## src/rtl/seven_seg_scanner_if.sv

```systemverilog
// Bus between the segment decode stage and the two-digit seven-segment scanner.
// Brightness exists only when SEVEN_SEG_SCANNER_DIM_EN is defined.
interface seven_seg_scanner_if;
  logic [7:0] SevenSegDig1;
  logic [7:0] SevenSegDig2;
  logic       Load;
  logic       Blank;
  logic [7:0] SegOut;
  logic [1:0] DigitEn;
  logic       Pending;
  logic       FrameTick;
`ifdef SEVEN_SEG_SCANNER_DIM_EN
  logic [3:0] Brightness;
`endif

  modport master (
    output SevenSegDig1, SevenSegDig2, Load, Blank,
`ifdef SEVEN_SEG_SCANNER_DIM_EN
    output Brightness,
`endif
    input  SegOut, DigitEn, Pending, FrameTick
  );

  modport slave (
    input  SevenSegDig1, SevenSegDig2, Load, Blank,
`ifdef SEVEN_SEG_SCANNER_DIM_EN
    input  Brightness,
`endif
    output SegOut, DigitEn, Pending, FrameTick
  );
endinterface

```

## src/rtl/seven_seg_scanner.sv

```systemverilog
// Two-digit time-multiplexed seven-segment scanner with dead-time gaps and
// frame-aligned double buffering. Optional dimming via SEVEN_SEG_SCANNER_DIM_EN.
module seven_seg_scanner #(
  parameter int unsigned PRESCALE = 8
) (
  input  logic Clock,
  input  logic Reset,
  seven_seg_scanner_if.slave bus
);

  localparam int unsigned CW = (PRESCALE > 1) ? $clog2(PRESCALE) : 1;
  localparam logic [CW-1:0] SLOT_LAST = CW'(PRESCALE - 1);

  typedef enum logic [1:0] {GAP2, SHOW1, GAP1, SHOW2} state_t;

  state_t        state, state_next;
  logic [CW-1:0] slot, slot_next;
  logic [7:0]    shadow1, shadow2, active1, active2;
  logic          pending;
  logic          lit;

  always_ff @(posedge Clock) begin
    if (Reset) begin
      state   <= GAP2;
      slot    <= '0;
      shadow1 <= '0;
      shadow2 <= '0;
      active1 <= '0;
      active2 <= '0;
      pending <= 1'b0;
    end else begin
      state <= state_next;
      slot  <= slot_next;
      // GAP2 exit is the only point active changes; a load on that edge bypasses shadow.
      if (state == GAP2) begin
        if (bus.Load) begin
          active1 <= bus.SevenSegDig1;
          active2 <= bus.SevenSegDig2;
        end else if (pending) begin
          active1 <= shadow1;
          active2 <= shadow2;
        end
        pending <= 1'b0;
      end else if (bus.Load) begin
        shadow1 <= bus.SevenSegDig1;
        shadow2 <= bus.SevenSegDig2;
        pending <= 1'b1;
      end
    end
  end

  always_comb begin
    state_next = state;
    slot_next  = slot + 1'b1;
    case (state)
      GAP2:    state_next = SHOW1;
      SHOW1:   if (slot == SLOT_LAST) state_next = GAP1;
      GAP1:    state_next = SHOW2;
      SHOW2:   if (slot == SLOT_LAST) state_next = GAP2;
      default: state_next = GAP2;
    endcase
    if (state_next != state) slot_next = '0;
  end

`ifdef SEVEN_SEG_SCANNER_DIM_EN
  assign lit = (32'(slot) < 32'(bus.Brightness));
`else
  assign lit = 1'b1;
`endif

  always_comb begin
    bus.SegOut    = '0;
    bus.DigitEn   = '0;
    bus.FrameTick = (state == GAP2);
    bus.Pending   = pending;
    if (!bus.Blank && lit) begin
      case (state)
        SHOW1: begin
          bus.DigitEn = 2'b01;
          bus.SegOut  = active1;
        end
        SHOW2: begin
          bus.DigitEn = 2'b10;
          bus.SegOut  = active2;
        end
        default: ;
      endcase
    end
  end

endmodule

```

## src/flat_wrapper.sv

```systemverilog
// flat-port wrapper written by rule: the top's interface ports become plain ports
module seven_seg_scanner_flat 
#(
  parameter int unsigned PRESCALE = 8
)
  (Clock, Reset, bus_SevenSegDig1, bus_SevenSegDig2, bus_Load, bus_Blank, bus_SegOut, bus_DigitEn, bus_Pending, bus_FrameTick);
  seven_seg_scanner_if bus_i ();
  input  logic Clock;
  input  logic Reset;
  input wire logic [$bits(bus_i.SevenSegDig1)-1:0] bus_SevenSegDig1;
  input wire logic [$bits(bus_i.SevenSegDig2)-1:0] bus_SevenSegDig2;
  input wire logic [$bits(bus_i.Load)-1:0] bus_Load;
  input wire logic [$bits(bus_i.Blank)-1:0] bus_Blank;
  output wire logic [$bits(bus_i.SegOut)-1:0] bus_SegOut;
  output wire logic [$bits(bus_i.DigitEn)-1:0] bus_DigitEn;
  output wire logic [$bits(bus_i.Pending)-1:0] bus_Pending;
  output wire logic [$bits(bus_i.FrameTick)-1:0] bus_FrameTick;
  assign bus_i.SevenSegDig1 = bus_SevenSegDig1;
  assign bus_i.SevenSegDig2 = bus_SevenSegDig2;
  assign bus_i.Load = bus_Load;
  assign bus_i.Blank = bus_Blank;
  assign bus_SegOut = bus_i.SegOut;
  assign bus_DigitEn = bus_i.DigitEn;
  assign bus_Pending = bus_i.Pending;
  assign bus_FrameTick = bus_i.FrameTick;
  seven_seg_scanner #(.PRESCALE(PRESCALE)) u_core (.Clock(Clock), .Reset(Reset), .bus(bus_i));
endmodule
```

## config.mk

```make
export PLATFORM = sky130hd
export DESIGN_NAME = seven_seg_scanner_flat
export DESIGN_NICKNAME = d
export VERILOG_FILES = /design/src/rtl/seven_seg_scanner_if.sv /design/src/rtl/seven_seg_scanner.sv /design/src/flat_wrapper.sv
export SDC_FILE = /design/constraint.sdc
export NUM_CORES = 1
export LEC_CHECK = 0
export BUFFER_PORTS_ARGS = -buffer_cell sky130_fd_sc_hd__buf_2
export CORE_MARGIN = 2
export CORE_UTILIZATION = 30
export CTS_CLUSTER_SIZE = 30
export DETAILED_ROUTE_END_ITERATION = 8
export GPL_TIMING_DRIVEN = 0
export PLACE_DENSITY = 0.55
export SYNTH_ARGS = -nofsm -noshare
export SYNTH_HDL_FRONTEND = slang
export SYNTH_SLANG_ARGS = --single-unit
```

## constraint.sdc

```tcl
create_clock -name Clock -period 3.17 [get_ports Clock]
set_input_delay 0.634 -clock Clock [delete_from_list [all_inputs] [get_ports Clock]]
set_output_delay 0.634 -clock Clock [all_outputs]
set_load 0.1 [all_outputs]
```

==> impl_results.md, run 1 <==
- Outcome: completed
- Mean post-synth cell area: 10.1 sq um
- Post-Route Utilization: 37.8%
- Critical path peak fanout: 9
- Sequential area share after synthesis: 43.0%
- CP Capture Type: primary output
- Post-DR vias/cell: 4.79
- Total GRT Usage: 13.5%
- Finished Layout Cells: 285
- CP peak stage delay: 0.45 ns
- Cell family with most CP delay: buffers and inverters
- Post-CTS sizing: 0
- Via count: 1364
- Starting density of the core: 31.5%
- Int Pwr: 822 uW
- Worst path slowest cell: nor3b_4
- CTS Root Cell: clkbuf_8
- Layout Nets: 235
- Chain of cells forming the critical path: buf_6, nor3b_4, a22o_1, buf_2
- Layout Skew: 0.00328 ns
- Combinational share of power: 16.0%
- GPL Wtd Cong: 0.755
- Critical Path RT: 2.54 ns
- Drt first pass iters: 4
- Final setup viols: 0
- Worst relative slew slack: 53.3%
- First-pass GRT wire length: 6660 um
- Drt total wl: 3990 um
- First DRT Iteration DRCs: 35
- Clock Tree Buf Depth: 2
- Crit path time final: 2.54 ns
- Max cap viols: 0
- Pwr Density: 525 nW/um^2
- Setup CP Type: reg -> out
- Synth unique cells: 28
- Avg WL per Cell: 14.0 um
- Final Hold Viols: 0
- Fin area: 2120 sq um
- Post-Synthesis Net Count: 198
- Largest net degree at the start of global routing: 12
- Unrepaired setup endpoints after global routing: false
- CTS tree: yes
- Cell Rows: 27
- Port buffer count: 30
- Clock Power Share: 37.3%
- Worst slew pin tran: 0.701 ns
- Cell Area, Synth: 1770 sq um
- HPWL Detailed: 2840 um
- Vias in the first global route: 1330
- Leakage: 0.868 nW
- H-tree depth: 2
- Switching part of the total: 26.1%
- Post-CTS Repair Setup Buffers: 0
- Slew Limit Fails: 0
- IO Count: 32
- Placed Cells: 278
- Global route overflow: 0
- Initial antenna violation count: 0
- Post-route clock period utilization: 80.0%
- VDD IR max: 0.174 mV
- Seq cells post-synth: 38
- Hold_buf cts: 0
- Ys Warns: 0
- Antenna-violating nets left: 0
- Fmax: 0.394 GHz
- Setup crit start kind: flop
- Reg clk slew, reported paths: 0.07 ns
- P&R area growth vs syn: 19.9%
- Clock sinks: 38
- CTS buffer count: 5
- Psw: 291 uW
- Worst Hold Class: reg -> reg
- Core Area: 5610 sq um
- Die area: 6530 sq um
- DRC: 0
- Die W: 80.8 um
- Post-synthesis cell count: 176
- Setup tns final: 0 ns
- Critical path data arrival time: 1.90 ns
- Chip Height: 80.8 um
- Flop pwr share: 46.7%
- Top cells by area, synth: dfxtp_1 43%, a21oi_1 9.3%, mux2i_1 9.1%, a211oi_2 7.1%, nand2_1 7.0%
- Share of post-route cells with drive strength above 1: 30.5%
- Area post-placement: 2010 sq um
- WP buf/inv: 2
- # diodes: 0
- Clk_lat worst skew: 0.28 ns
- Area share of the largest cell type after synthesis: 43.0%
- Post-synth top area cell: dfxtp_1
[power by group through the flow]
stage | clock network (mW) | logic [mW] | registers [mW]
floorplan | 0 | 0.134 | 0.531
CTS | 0.431 | 0.181 | 0.519
detailed placement | 0 | 0.180 | 0.530
global placement | 0 | 0.180 | 0.530
finish | 0.415 | 0.179 | 0.519
global route | 0.453 | 0.195 | 0.523
[layout make-up]
type | instances | area, sq um
Multi-Input combinational cell | 123 | 871
Buffer | 15 | 138
Fill cell | 594 | 3490
Clock inverter | 1 | 30.0
Clock buffer | 6 | 82.6
Timing Repair Buffer | 30 | 150
Tap cell | 72 | 90.1
Sequential cell | 38 | 761
[layout by cell type (no fill, tap or decap)]
cell type | netlist | routed
nor3_4 | 1 | 1
and2_1 | 2 | 2
nor3b_1 | 1 | 1
mux2i_1 | 16 | 16
o21a_4 | 1 | 1
nor3b_4 | 1 | 1
a21oi_1 | 33 | 33
o21ai_4 | 1 | 1
xor2_1 | 1 | 1
nor2_4 | 1 | 1
clkbuf_8 | 0 | 6
a211oi_1 | 6 | 6
nor2b_1 | 1 | 1
buf_4 | 1 | 1
dfxtp_1 | 38 | 38
buf_2 | 2 | 32
a211oi_2 | 10 | 10
or2_1 | 1 | 1
buf_6 | 7 | 7
bufinv_16 | 0 | 1
nor3_1 | 1 | 1
and3b_1 | 1 | 1
clkbuf_1 | 2 | 2
nand2_1 | 33 | 33
ha_1 | 2 | 2
nor2_1 | 1 | 1
buf_8 | 2 | 2
a22o_1 | 8 | 8
nor2_8 | 1 | 1
buf_1 | 1 | 1
[state kept, by name (all words and copies together), names as in the netlist]
name and count:
u_core.active1 8, u_core.bus.Pending 1, u_core.active2 8, u_core.state 2, u_core.shadow1 8, u_core.slot 3
u_core.shadow2 8
[layer usage]
| layer | wire (um) | global-route usage [%] | share of wire (%) |
|---|---|---|---|
| met3 | 167 | 3.22 | 4.2 |
| met5 | 0 | 0 | 0 |
| met4 | 45 | 5.08 | 1.1 |
| met2 | 1830 | 21.9 | 46 |
| met1 | 1950 | 17.5 | 49 |
[stage by stage]
stage | power (mW) | worst slack [ns] | hold WS (ns)
2_1_floorplan | 0.665 | 0.0186 | 0.398
3_3_place_gp | 0.709 | 0.685 | 0.414
3_5_place_dp | 0.710 | 0.683 | 0.426
4_1_cts | 1.13 | 0.618 | 0.438
5_1_grt | 1.17 | 0.531 | 0.460
6_report | 1.11 | 0.634 | 0.432
[cells in the mapped netlist]
cell / n
a211oi_1: 6
a211oi_2: 10
a21oi_1: 33
a22o_1: 8
and2_1: 2
and3b_1: 1
buf_1: 1
buf_2: 2
buf_4: 1
buf_6: 7
buf_8: 2
clkbuf_1: 2
dfxtp_1: 38
ha_1: 2
mux2i_1: 16
nand2_1: 33
nor2_1: 1
nor2_4: 1
nor2_8: 1
nor2b_1: 1
nor3_1: 1
nor3_4: 1
nor3b_1: 1
nor3b_4: 1
o21a_4: 1
o21ai_4: 1
or2_1: 1
xor2_1: 1
[cells by family after synthesis]
logic type	share of synthesized area (%)
DFF	43.0
xor gates and xnor gates	0.495
adders and majority gates	1.41
AOI/OAI and AO/OA	24.7
and+or+nand+nor	13.6
buffers and inverters	7.78
muxes	9.05
[path summary, 6_finish.rpt]
kind	startpoint	to	slack [ns]	cells past startpoint
worst min-delay path	u_core.slot[0]$_SDFF_PP0_	u_core.slot[0]$_SDFF_PP0_	0.43	1
worst min register to register	u_core.slot[0]$_SDFF_PP0_	u_core.slot[0]$_SDFF_PP0_	0.43	1
worst max register to register	u_core.state[1]$_SDFF_PP0_	u_core.active1[3]$_SDFFE_PP0P_	1.92	4
worst max-delay path	u_core.state[0]$_SDFF_PP0_	bus_SegOut[7]	0.63	4
No activity file was read; power rests on OpenSTA's default activity.
==> run 2, diff against run 1 <==
Settings changed: PLACE_DENSITY 0.55 to 0.57.
Clock period 3.17 ns to 2.2 ns, I/O delays scaled along.
==> run 2 against run 1 <==
Net effect: critical path depth unchanged; die area unchanged; design area up 3.8%; critical endpoint is now bus_DigitEn[1]; largest power group unchanged; clock power up 9.9%; highest routed layer unchanged; register-to-register slack worse by 1.0 ns.
==> impl_results.md, run 2 (same netlist as run 1, synthesis figures left out) <==
- Outcome: completed
- Critical Path RT: 1.76 ns (-0.78 ns)
- Drt first pass iters: 4 (unchanged)
- Final setup viols: 0 (unchanged)
- Global route overflow: 0 (unchanged)
- Clock Power Share: 30.8% (-6.5 points)
- Setup tns final: 0 ns (unchanged)
- Total GRT Usage: 13.2% (-0.36 points)
- Psw: 433 uW (+49%)
- Layout Skew: 0.00463 ns (+0.00134 ns)
- Post-DR vias/cell: 4.66 (-2.6%)
- Avg WL per Cell: 13.8 um (-1.5%)
- First DRT Iteration DRCs: 74 (+110%)
- Vias in the first global route: 1249 (-6.1%)
- Share of post-route cells with drive strength above 1: 35.0% (+4.5 points)
- H-tree depth: 2 (unchanged)
- Worst Hold Class: in -> reg
- Most common cell after layout, fill and taps aside: dfxtp_1
- Critical path peak fanout: 9 (unchanged)
- DRC: 0 (unchanged)
- First-pass GRT wire length: 6310 um (-5.3%)
- Clock Tree Buf Depth: 2 (unchanged)
- Switching part of the total: 29.3% (+3.1 points)
- Clock sinks: 38 (unchanged)
- Slew Limit Fails: 0 (unchanged)
- IO Count: 32 (unchanged)
- VDD IR max: 0.277 mV (+59%)
- CTS buffer count: 5 (unchanged)
- Flop pwr share: 50.9% (+4.2 points)
- Largest net degree at the start of global routing: 12 (unchanged)
- Leakage: 0.916 nW (+5.4%)
- Setup crit start kind: flop
- GPL Wtd Cong: 0.762 (+0.93%)
- Unrepaired setup endpoints after global routing: false
- Via count: 1333 (-2.3%)
- Worst slew pin tran: 0.684 ns (-0.0169 ns)
- P&R area growth vs syn: 24.5%
- Post-Route Utilization: 39.3% (+1.5 points)
- Most frequent cells in the layout: 37 x dfxtp_1, 33 x a21oi_1, 33 x nand2_1, 24 x buf_2, 16 x mux2i_1
- Die area: 6530 sq um (unchanged)
- Max cap viols: 0 (unchanged)
- Antenna-violating nets left: 0 (unchanged)
- Setup CP Type: reg -> out
- Int Pwr: 1.05 mW (+27%)
- Layout Nets: 236 (+0.43%)
- HPWL Detailed: 2830 um (-0.36%)
- # diodes: 0 (unchanged)
- Die W: 80.8 um (unchanged)
- CTS tree: yes
- Cell Rows: 27 (unchanged)
- CTS Root Cell: clkbuf_8
- Final Hold Viols: 0 (unchanged)
- Clk_lat worst skew: 0.29 ns (about the same)
- Fmax: 0.469 GHz
- CP Capture Type: primary output
- Post-route clock period utilization: 96.9%
- Finished Layout Cells: 286 (+0.35%)
- Critical path data arrival time: 1.69 ns (-0.21 ns)
- Port buffer count: 30 (unchanged)
- Pwr Density: 671 nW/um^2 (+28%)
- Drt total wl: 3940 um (-1.2%)
- Core Area: 5610 sq um (unchanged)
- Placed Cells: 278 (unchanged)
- Reg clk slew, reported paths: 0.07 ns (about the same)
- Combinational share of power: 18.3% (+2.3 points)
- Filler cells: 571 (-3.9%)
- Fin area: 2200 sq um (+3.8%)
- Area post-placement: 2080 sq um (+3.7%)
- Worst relative slew slack: 54.4% (+1.1 points)
- Initial antenna violation count: 0 (unchanged)
- Starting density of the core: 31.5% (unchanged)
- Chip Height: 80.8 um (unchanged)
- Crit path time final: 2.13 ns
run 2: layout make-up:
cell class	count	area [sq um]	area share, %
flip-flops and latches	38	762	34.6
repair buffers	31	190	8.63
clock inverters	2	10.0	0.454
plain buffers	15	141	6.42
well taps	72	90.1	4.09
multi-input cells	123	941	42.7
clock buffers	5	68.8	3.12
run 2: final timing paths:
kind,start,endpoint,slack (ns),cells after the start
max,u_core.state[1]$_SDFF_PP0_,bus_DigitEn[1],0.07,4
min,bus_SevenSegDig1[1],u_core.shadow1[1]$_SDFFE_PP0P_,0.39,3
max reg2reg,u_core.state[1]$_SDFF_PP0_,u_core.active2[7]$_SDFFE_PP0P_,0.92,4
min reg2reg,u_core.slot[0]$_SDFF_PP0_,u_core.slot[0]$_SDFF_PP0_,0.42,1
run 2: worst max-delay path, cell delays in order, from the launching register on:
cell	delay (ns)
dfxtp_1	0.33
buf_6	0.17
and3b_1	0.16
buf_2	0.26
buf_2	0.48
run 2: stage by stage:
step,hold slack [ns],total power [mW],setup slack (ns)
floorplan,0.398,0.970,-0.270
global placement,0.414,1.03,0.0486
detailed placement,0.416,1.03,0.0370
CTS,0.388,1.50,0.0516
global route,0.394,1.54,0.00618
finish,0.392,1.48,0.0682
run 2: what timing repair did:
action                     CTS  global route
setup endpoints to repair    9             0
gates resized for setup      8             0
hold endpoints to repair     0             0
buffers inserted             1             0
hold buffers                 0             0
run 2: power groups by stage:
| stage | registers (mW) | logic, mW | clock network, mW |
|---|---|---|---|
| floorplan | 0.770 | 0.200 | 0 |
| global placement | 0.768 | 0.264 | 0 |
| detailed placement | 0.769 | 0.266 | 0 |
| CTS | 0.753 | 0.273 | 0.472 |
| global route | 0.757 | 0.293 | 0.489 |
| finish | 0.753 | 0.270 | 0.456 |
run 2: routing by layer:
layer / share of wire (%) / wire length [um] / vias up / GRT usage [%]
met5: 0 / 0 / - / 0
met4: 2.2 / 87 / 0 / 7.12
met3: 3.6 / 142 / 6 / 2.44
met2: 48 / 1880 / 23 / 20.8
met1: 46 / 1830 / 608 / 17.0
li1: - / - / 696 / -
==> run 3, diff against run 2 <==
Settings changed: PLACE_DENSITY 0.57 to default, PLACE_DENSITY_LB_ADDON from default to 0.3.
==> run 3 against run 2 <==
Net effect: flip-flop and latch count is the same; first-iteration DRC count fell by 54%; clock-buffer cell count unchanged; non-clock buffer count did not move; core utilization rose by 0.58 points; critical path depth rose by 1; via count rose by 0.45%; worst hold slack got worse by 0.0021 ns; total power rose by 8.2%; cell count rose by 0.35%; critical path type unchanged; largest power group unchanged; highest routed layer unchanged.
==> impl_results.md, run 3 (same netlist as run 1, synthesis figures left out) <==
- Chain of cells forming the critical path: buf_6, and3b_1, buf_2, a22o_4, buf_4
- Max cap viols: 0 (unchanged)
- Clock sinks: 38 (unchanged)
- Reg clk slew, reported paths: 0.08 ns (about the same)
- CTS buffer count: 5 (unchanged)
- Fmax: 0.475 GHz (+1.4%)
- Final setup viols: 0 (unchanged)
- Worst relative slew slack: 56.4% (+2.0 points)
- Vias in the first global route: 1391 (+11%)
- Most frequent cells in the layout: 37 x dfxtp_1, 33 x a21oi_1, 33 x nand2_1, 23 x buf_2, 16 x mux2i_1
- Global route overflow: 0 (unchanged)
- Worst Hold Class: in -> reg
- Worst path slowest cell: dfxtp_1
- Die area: 6530 sq um (unchanged)
- Global Route met2 Usage: 22.2% (+1.3 points)
- Met3 usage: 3.33% (+0.89 points)
- Met1 Resource Use GR: 16.6% (-0.40 points)
- Antenna-violating nets left: 0 (unchanged)
- GPL Wtd Cong: 0.741 (-2.7%)
- First-pass GRT wire length: 6640 um (+5.2%)
- Share of post-route cells with drive strength above 1: 35.3% (+0.30 points)
- Most common cell after layout, fill and taps aside: dfxtp_1
- Outcome: completed
- Initial antenna violation count: 0 (unchanged)
- Critical path data arrival time: 1.66 ns (-0.03 ns)
- Port buffer count: 30 (unchanged)
- HPWL Detailed: 2870 um (+1.5%)
- DRC: 0 (unchanged)
- Die W: 80.8 um (unchanged)
- Layout Skew: 0.00715 ns (+0.00252 ns)
- Setup CP Type: reg -> out
- Critical Path RT: 1.76 ns (about the same)
- CP peak stage delay: 0.33 ns (-0.15 ns)
- Final WS setup: 0.0968 ns (+0.0286 ns)
- H-tree depth: 2 (unchanged)
- Setup crit start kind: flop
- Pwr Density: 715 nW/um^2 (+6.6%)
- First DRT Iteration DRCs: 34 (-54%)
- Post-Route Utilization: 39.9% (+0.58 points)
- Core Area: 5610 sq um (unchanged)
- Cell Rows: 27 (unchanged)
- Busiest grt layer: met2
- Place WS: 0.0295 ns (-0.00749 ns)
- P&R area growth vs syn: 26.4%
- Starting density of the core: 31.5% (unchanged)
- Unrepaired setup endpoints after global routing: false
- Leakage: 0.929 nW (+1.5%)
- Chip Height: 80.8 um (unchanged)
- Worst slew pin tran: 0.654 ns (-0.0305 ns)
- Total GRT Usage: 13.3% (+0.14 points)
- VDD IR max: 0.349 mV (+26%)
- Drt first pass iters: 4 (unchanged)
- Via count: 1339 (+0.45%)
- # diodes: 0 (unchanged)
- CTS tree: yes
- Final Hold Viols: 0 (unchanged)
- Largest net degree at the start of global routing: 13 (+1)
- Crit path time final: 2.10 ns (-0.0286 ns)
- Slew Limit Fails: 0 (unchanged)
- CP Capture Type: primary output
- Layout Nets: 236 (unchanged)
- Clk_lat worst skew: 0.29 ns (about the same)
- IO Count: 32 (unchanged)
- Post-DR vias/cell: 4.67 (+0.10%)
- Drt total wl: 3970 um (+0.69%)
- CTS Root Cell: clkbuf_8
- Avg WL per Cell: 13.8 um (+0.33%)
- Final Total Pwr: 1.60 mW (+8.2%)
- Critical path peak fanout: 9 (unchanged)
- Clock Tree Buf Depth: 2 (unchanged)
- Post-route clock period utilization: 95.6% (-1.3 points)
## run 3: final timing paths
| kind | startpoint | to | slack [ns] | cells after the start |
|---|---|---|---|---|
| setup / recovery | u_core.state[1]$_SDFF_PP0_ | bus_SegOut[7] | 0.1 | 5 |
| hold / removal | bus_SevenSegDig1[4] | u_core.shadow1[4]$_SDFFE_PP0P_ | 0.39 | 3 |
| setup reg to reg | u_core.slot[0]$_SDFF_PP0_ | u_core.slot[0]$_SDFF_PP0_ | 0.93 | 4 |
| hold reg to reg | u_core.slot[0]$_SDFF_PP0_ | u_core.slot[0]$_SDFF_PP0_ | 0.43 | 1 |
## run 3: per-layer routing
layer  vias up  part of all wire [%]
met5         -                     0
met4         0                   1.5
met3         5                   4.2
met2        22                    47
met1       615                    47
li1        697                     -
## run 3: area by class of cell
cell class,count,area (sq um)
Clock buffer,5,68.8
Sequential cell,38,762
Tap cell,72,90.1
Buffer,15,141
Multi-Input combinational cell,123,941
Clock inverter,3,40.0
Timing Repair Buffer,31,193
Fill cell,597,3370
## run 3: stage by stage
| stage | TNS [ns] | hold slack, ns | instances | cell area, sq um |
|---|---|---|---|---|
| final | 0 | 0.390 | 287 | 2240 |
| after global routing | 0 | 0.387 | 287 | 2240 |
| after CTS | 0 | 0.384 | 287 | 2230 |
| after detailed placement | 0 | 0.421 | 278 | 2080 |
| after global placement | 0 | 0.414 | 278 | 2080 |
| after floorplan | -2.16 | 0.398 | 176 | 1840 |
## run 3: critical path, delay by kind of cell, from the launching register on
kind	cells	cell delay, ns
simple gates	1	0.17
flops	1	0.33
compound gates	1	0.16
buf+inv	3	0.72
## run 3: repair_timing
item	4_1_cts	5_1_grt
setup buffers	1	0
endpoints found under the hold margin	0	0
gates resized for setup	8	1
hold buffers	0	0
setup endpoints to repair	9	1
## run 3: power by group
part / total (mW) / switching (mW) / internal, mW
sequential: 0.753 / 0.0250 / 0.728
clock: 0.577 / 0.244 / 0.334
combinational: 0.269 / 0.164 / 0.105
total: 1.60 / 0.433 / 1.17
